File: src/rtl/fifo_write_arbiter.sv
// rtl/fifo_write_arbiter.sv - round-robin arbiter sharing the fifo_buffer write port among NUM_REQ producers.
// Optional FIFO_ARB_PRIO0_EN: requester 0 wins every selection point.
module fifo_write_arbiter #(
  parameter int NUM_REQ   = 4,
  parameter int DATA_W    = 8,
  parameter int BURST_LEN = 4,
  parameter int THRES_RST = 32
) (
  input  logic                      clock,
  input  logic                      reset_n,
  input  logic [NUM_REQ-1:0]        req,
  input  logic [NUM_REQ*DATA_W-1:0] req_data,
  output logic [NUM_REQ-1:0]        gnt,
  input  logic                      fifo_full,
  output logic                      fifo_write_enable,
  output logic [DATA_W-1:0]         fifo_data_in,
  input  logic [5:0]                cfg_thres,
  input  logic                      cfg_thres_load,
  output logic [5:0]                fifo_full_thres,
  output logic                      busy
);

  localparam logic [0:0] IDLE  = 1'b0;
  localparam logic [0:0] GRANT = 1'b1;

  logic [0:0] state;
  logic [1:0] rr_ptr;
  logic [3:0] burst_cnt;
  logic       thres_pend;
  logic [5:0] thres_pend_val;

  logic [1:0] g_idx;
  logic       accept;
  logic       release_g;
  logic [1:0] next_ptr;
  logic [1:0] sel_ptr;
  logic [1:0] sel_idx;

  // First set bit of r searching ptr, ptr+1, ... mod 4.
  function automatic logic [1:0] rr_pick(input logic [NUM_REQ-1:0] r, input logic [1:0] ptr);
    logic [1:0] idx;
    rr_pick = ptr;
    for (int k = NUM_REQ - 1; k >= 0; k--) begin
      idx = ptr + 2'(k);
      if (r[idx]) rr_pick = idx;
    end
  endfunction

  always_comb begin
    g_idx = '0;
    for (int i = 0; i < NUM_REQ; i++) begin
      if (gnt[i]) g_idx = 2'(i);
    end
  end

  assign accept            = (|(gnt & req)) & ~fifo_full;
  assign fifo_write_enable = accept;
  assign busy              = (state == GRANT);
  assign release_g         = (accept && (burst_cnt == 4'(BURST_LEN - 1))) || !req[g_idx];

  always_comb begin
    fifo_data_in = '0;
    for (int i = 0; i < NUM_REQ; i++) begin
      if (accept && gnt[i]) fifo_data_in = req_data[i*DATA_W +: DATA_W];
    end
  end

`ifdef FIFO_ARB_PRIO0_EN
  assign next_ptr = (g_idx == 2'd0) ? rr_ptr : g_idx + 2'd1;
  assign sel_ptr  = (state == GRANT) ? next_ptr : rr_ptr;
  assign sel_idx  = req[0] ? 2'd0 : rr_pick(req & ~NUM_REQ'(1), sel_ptr);
`else
  assign next_ptr = g_idx + 2'd1;
  assign sel_ptr  = (state == GRANT) ? next_ptr : rr_ptr;
  // With sel_ptr = g+1 the current holder is searched last, so others win before a re-grant.
  assign sel_idx  = rr_pick(req, sel_ptr);
`endif

  always_ff @(posedge clock) begin
    if (!reset_n) begin
      state           <= IDLE;
      gnt             <= '0;
      rr_ptr          <= '0;
      burst_cnt       <= '0;
      fifo_full_thres <= 6'(THRES_RST);
      thres_pend      <= 1'b0;
      thres_pend_val  <= '0;
    end else begin
      case (state)
        IDLE: begin
          if (|req) begin
            gnt       <= NUM_REQ'(1) << sel_idx;
            burst_cnt <= '0;
            state     <= GRANT;
          end
        end
        default: begin
          if (release_g) begin
            rr_ptr    <= next_ptr;
            burst_cnt <= '0;
            if (|req) begin
              gnt <= NUM_REQ'(1) << sel_idx;
            end else begin
              gnt   <= '0;
              state <= IDLE;
            end
          end else if (accept) begin
            burst_cnt <= burst_cnt + 4'd1;
          end
        end
      endcase

      // Threshold changes only take effect while no burst is in flight.
      if (state == IDLE) begin
        if (cfg_thres_load) fifo_full_thres <= cfg_thres;
        else if (thres_pend) fifo_full_thres <= thres_pend_val;
        thres_pend <= 1'b0;
      end else if (cfg_thres_load) begin
        thres_pend     <= 1'b1;
        thres_pend_val <= cfg_thres;
      end
    end
  end

endmodule

File: config.mk
export PLATFORM = sky130hd
export DESIGN_NAME = fifo_write_arbiter
export DESIGN_NICKNAME = d
export VERILOG_FILES = /design/src/rtl/fifo_write_arbiter.sv
export SDC_FILE = /design/constraint.sdc
export NUM_CORES = 1
export LEC_CHECK = 0
export CELL_PAD_IN_SITES_DETAIL_PLACEMENT = 1
export CELL_PAD_IN_SITES_GLOBAL_PLACEMENT = 1
export CORE_MARGIN = 2
export CORE_UTILIZATION = 32
export DETAILED_ROUTE_END_ITERATION = 6
export HOLD_SLACK_MARGIN = 0.03
export PLACE_DENSITY = 0.81
export SYNTH_ARGS = -nofsm -noshare
export SYNTH_HDL_FRONTEND = slang
export SYNTH_SLANG_ARGS = --single-unit
File: constraint.sdc
create_clock -name clock -period 3.3 [get_ports clock]
set_input_delay 0.66 -clock clock [delete_from_list [all_inputs] [get_ports clock]]
set_output_delay 0.66 -clock clock [all_outputs]
set_load 0.1 [all_outputs]
Yosys cells after proc, flatten, opt, wreduce, memory -nomap -nowiden
Index checks and enable logic that the tools add are counted.
{"block": "totals", "regBits": 24, "latch_bits": 0, "mem_bits_rw": 0, "mem_bits_ro": 0, "input_bits": 46, "out_inout_bits": 20, "wordCells": 77, "n_memories": 0}
{"block": "classes", "n_addsub": 5, "multipliers": 0, "div_mod_pow": 0, "n_lt_le_gt_ge": 5, "eq_ne": 3, "shift": 1, "muxes": 35, "bitwise": 4, "n_reduce_logical": 17}
{"operator": "two-way mux 4 bit", "count": 8}
{"operator": "two-way mux 8 bit", "count": 4}
{"operator": "less-than comparator 2 x 3 -> 1 bit (second input constant)", "count": 5}
{"operator": "two-way mux 2 bit", "count": 7}
{"operator": "two-way mux 6 bit", "count": 2}
{"operator": "AND reduction 2 bit", "count": 6}
{"operator": "binary-select mux 1 bit (select 2 bit)", "count": 5}
{"operator": "two-way mux 1 bit", "count": 9}
{"operator": "OR reduction 4 bit", "count": 2}
{"operator": "logical AND 1 bit", "count": 5}
{"operator": "adder 2 x 1 -> 2 bit (second input constant)", "count": 2}
{"operator": "adder 2 bit (second input constant)", "count": 2}
{"operator": "adder 4 x 1 -> 4 bit (second input constant)", "count": 1}
{"operator": "AND 4 bit", "count": 1}
{"operator": "== test 4 x 2 -> 1 bit (second input constant)", "count": 1}
{"operator": "nonzero test 2 bit", "count": 2}
{"operator": "<< shifter 1 x 2 -> 4 bit (first input constant)", "count": 1}
{"operator": "inequality test 3 x 1 -> 1 bit (second input constant)", "count": 1}
{"operator": "inequality test 2 x 1 -> 1 bit (second input constant)", "count": 1}
{"operator": "NOT 1 bit", "count": 2}
{"operator": "AND 1 bit", "count": 1}
{"operator": "logical NOT 1 bit", "count": 1}
{"operator": "logical OR 1 bit", "count": 1}

Longest topological paths before layout
{"block": "logic_depth", "word_depth": 16, "ltp_mapped": 8, "ltp_nobuf": 6}

Worst setup path before layout
Ideal clock, no wire load.
{"block": "synth_path", "path_kind": "reg2out", "startpoint": "register gnt[3]", "endpoint": "output port fifo_data_in[0]", "t_arrival_ns": 2.971, "t_required_ns": 2.640, "setup_slack_ns": -0.331, "path_stages_with_launch": 5, "path_buffers": 2, "cell_sequence": "dfxtp_1 -> buf_1 -> buf_1 -> a21oi_1 -> nor2_1"}
{"block": "synth_between", "elab_chain_cells": 8, "word_cells_on_any_way": 11, "cone_classes": "mux: 4; bitwise: 2; reduce/logical: 5"}
{"element": "start, declared", "line_no": "13", "text": "output logic [NUM_REQ-1:0] gnt,"}
{"element": "start signal, assigned", "line_no": "92", "text": "gnt <= NUM_REQ'(1) << sel_idx;"}
{"element": "start signal, assigned", "line_no": "102", "text": "gnt <= NUM_REQ'(1) << sel_idx;"}
{"element": "AND 4 bit", "line_no": "56", "text": "assign accept = (|(gnt & req)) & ~fifo_full;"}
{"element": "OR reduction 4 bit", "line_no": "56"}
{"element": "AND 1 bit", "line_no": "56"}
{"element": "logical AND 1 bit", "line_no": "64", "text": "if (accept && gnt[i]) fifo_data_in = req_data[i*DATA_W +: DATA_W];"}
{"element": "two-way mux 8 bit (3 in a row)", "line_no": "64"}
{"element": "two-way mux 8 bit *", "line_no": "64"}
{"element": "end, declared", "line_no": "16", "text": "output logic [DATA_W-1:0] fifo_data_in,"}
Mark *: on every way between the ends. The rest lies on a longest branch, timed or not.

Worst setup path in the final report
{"block": "layout_path", "startpoint": "input port req[1]", "endpoint": "output port fifo_write_enable"}
{"block": "layout_between", "elab_chain_cells": 3}
{"element": "start, declared", "line_no": "11", "text": "input logic [NUM_REQ-1:0] req,"}
{"element": "AND 4 bit", "line_no": "56"}
{"element": "OR reduction 4 bit", "line_no": "56"}
{"element": "AND 1 bit", "line_no": "56"}
{"element": "end, declared", "line_no": "15", "text": "output logic fifo_write_enable,"}
No other way between the ends.

==> impl_metrics.env <==
export IMPL_die_h_um=73.5
export IMPL_rows=25
export IMPL_place_ws_ps=332
export IMPL_insertion_delay_ps=280
export IMPL_first_pass_iters=4
export IMPL_h_tree_depth=1
export IMPL_power_switching_uw=356
export IMPL_p_total_uw=976
export IMPL_drtAntennaViolNets=0
export IMPL_ys_seq_area_frac=0.311
export IMPL_wl_per_cell_um=16.8
export IMPL_yosys_warnings=0
export IMPL_path_delay_family="buffers and inverters"
export IMPL_fin_hold_ws_ps=471
export IMPL_cts_resized=0
export IMPL_synth_distinct_cells=49
export IMPL_worstPathRequired_ps=2640
export IMPL_setup_slack_ps=329
export IMPL_syn_to_final_growth_pct=54.8
export IMPL_gp_congestion=0.878
export IMPL_totalWireLength_um=5220
export IMPL_start_util=0.330
export IMPL_fin_crit_ps=2970
export IMPL_dp_hpwl_um=3900
export IMPL_cts_sinks=24
export IMPL_status="complete, no violations"
export IMPL_die_area_um2=5410
export IMPL_multi_input_area_um2=990
export IMPL_vias=1709
export IMPL_skew_ps=7.01
export IMPL_hp_class="reg2reg"
export IMPL_drive_above_1_share=0.180
export IMPL_synthCells=196
export IMPL_critPathKind="in2out"
export IMPL_power_density_nw_per_um2=408
export IMPL_cp_max_fo=10
export IMPL_antenna_found_initial=0
export IMPL_grtUsageTotal=0.200
export IMPL_crit_path_start_kind="input pin"
export IMPL_yosys_area_top_type="dfxtp_1"
export IMPL_yosys_top_cells_area="dfxtp_1, mux2i_1, nor2_1"
export IMPL_hold_viol=0
export IMPL_ys_seq_elements=24
export IMPL_cts_tree="yes"
export IMPL_root_buffer="clkbuf_8"
export IMPL_avgSynthCellArea_um2=7.89
export IMPL_critical_path_cell_chain="clkdlybuf4s50_1, a22oi_1, a31o_2, inv_1, buf_12"
export IMPL_async_flop_share=0
export IMPL_drt_initial_drc_count=41
export IMPL_rrSetupSlack_ps=1080
export IMPL_p_comb_frac=0.399
export IMPL_dp_cells=306
export IMPL_port_buffers=65
export IMPL_vias_per_cell=5.51
export IMPL_grt_pass1_vias=1686
export IMPL_ctsHoldBuffers=0
export IMPL_drc=0
export IMPL_clk_pin_slew_ps=90
export IMPL_synth_edf_count=0
export IMPL_finalMaxSlewViolations=0
export IMPL_core_area_um2=4690
export IMPL_worstMarginPinSlew_ps=597
export IMPL_slowest_delay_ps=570
export IMPL_power_leakage_nw=0.957
export IMPL_min_period_over_period=0.900
export IMPL_relSlewSlack=0.602
export IMPL_n_antenna_cell=0
export IMPL_swShare=0.364
export IMPL_syn_nets=243
export IMPL_end_kind="primary output"
export IMPL_cts_setup_buffers=0
export IMPL_setup_tns_final_ps=0
export IMPL_cts_buffer_depth=2
export IMPL_fillers=564
export IMPL_peakVddDrop_uv=215
export IMPL_grt_setup_unrepaired="no"
export IMPL_final_cells=310
export IMPL_numCtsBuffers=3
export IMPL_grt_ovfl_total=0
export IMPL_netlist_area_leader_share=0.311
export IMPL_die_w_um=73.5
export IMPL_nNetsFinal=304
export IMPL_path_buf_inv=3
export IMPL_cp_slowest_cell="clkdlybuf4s50_1"
export IMPL_power_frac_seq=0.331
export IMPL_pwr_share_clk=0.270
export IMPL_syn_area_um2=1550
export IMPL_maxCapViolCount=0
export IMPL_synth_ff_type="dfxtp_1"
export IMPL_grt_pass1_wl_um=8400
export IMPL_critical_path_arrival_ps=2310
export IMPL_seqCellArea_um2=480
export IMPL_intPower_uw=620
export IMPL_grt_start_max_net_pins=21
export IMPL_finalSetupViolCount=0
export IMPL_max_freq_mhz=337
export IMPL_pin_count=66
cell families (layout without fill, tap and decap cells):
logic type                 Yosys count  in the layout  synth area share
xor gates and xnor gates             3              3            0.0170
DFF                                 24             24             0.311
muxes                                9              9            0.0583
and+or+nand+nor                     75             75             0.232
adders and majority gates            1              1           0.00809
AOI/OAI and AO/OA                   62             62             0.312
buffers and inverters               22             82            0.0623
tightest hold or removal path, cell delays in order, from the launching register on:
cell and delay, ps:
dfxtp_1 320, nand2_1 50, a21boi_0 60
through the flow:
stage / instance area, um2 / utilization
after global routing: 2390 / 0.510
after CTS: 2390 / 0.510
after global placement: 2320 / 0.495
after floorplan: 1570 / -
after detailed placement: 2320 / 0.495
final: 2390 / 0.510
state kept, by name (all words and copies together), names as in the netlist:
register         cells
fifo_full_thres      6
thres_pend           1
burst_cnt            4
rr_ptr               2
busy                 1
gnt                  4
thres_pend_val       6
cell type report:
type | count | share of cell area
multi-input combinational | 150 | 0.413
timing repair buffer | 71 | 0.317
sequential | 24 | 0.201
tap | 54 | 0.0282
clock buffer | 3 | 0.0173
clock inverter | 1 | 0.0125
inverter | 7 | 0.0110
synthesized netlist by cell type (2+ instances only):
master and count:
dfxtp_1 24, nor2_1 23, nand2_1 19, a21oi_1 11, a21boi_0 9, clkbuf_1 9, mux2i_1 9, a221oi_1 8
nor3_1 8, nand3_1 7, inv_1 6, nor2b_1 6, o21ai_0 6, o211a_1 5, a211oi_1 4, a2111oi_0 2
a31oi_1 2, buf_1 2, buf_2 2, nand2b_1 2, nand4_1 2, o221ai_1 2, xor2_1 2
path summary, 6_finish.rpt:
check	from	end	cells after the start
hold / removal	thres_pend_val[1]	thres_pend_val[1]	2
hold reg to reg	thres_pend_val[1]	thres_pend_val[1]	2
setup reg to reg	gnt[1]	gnt[0]	5
setup / recovery	req[1]	fifo_write_enable	5
power groups by stage:
stage / Sequential, mW / Clock (mW) / Combinational, mW
5_1_grt: 0.326 / 0.283 / 0.415
3_3_place_gp: 0.329 / 0 / 0.383
3_5_place_dp: 0.330 / 0 / 0.388
2_1_floorplan: 0.401 / 0 / 0.184
6_report: 0.323 / 0.263 / 0.389
4_1_cts: 0.323 / 0.269 / 0.391
layer usage:
layer,up-vias,GRT usage,routed length (um)
met5,-,0,0
met4,0,0.0465,44
met3,5,0.0316,334
met2,60,0.350,2510
met1,809,0.256,2330
li1,835,-,-
placed cells by master, fill, tap and decap left out, types with 3 or more instances in the layout:
master           Yosys  layout
mux2i_1              9       9
nor2b_1              6       6
a21oi_1             11      11
a221oi_1             8       8
nor2_1              23      15
clkbuf_8             0       3
o211a_1              5       5
buf_12               0       9
o21ai_0              6       6
clkdlybuf4s50_1      0      45
dfxtp_1             24      24
buf_4                1      17
nor2_2               1       9
a21boi_0             9       9
a211oi_1             4       4
nand2_1             19      19
nand3_1              7       7
nor3_1               8       8
inv_1                6       6
Power figures use the tool's default switching activity.
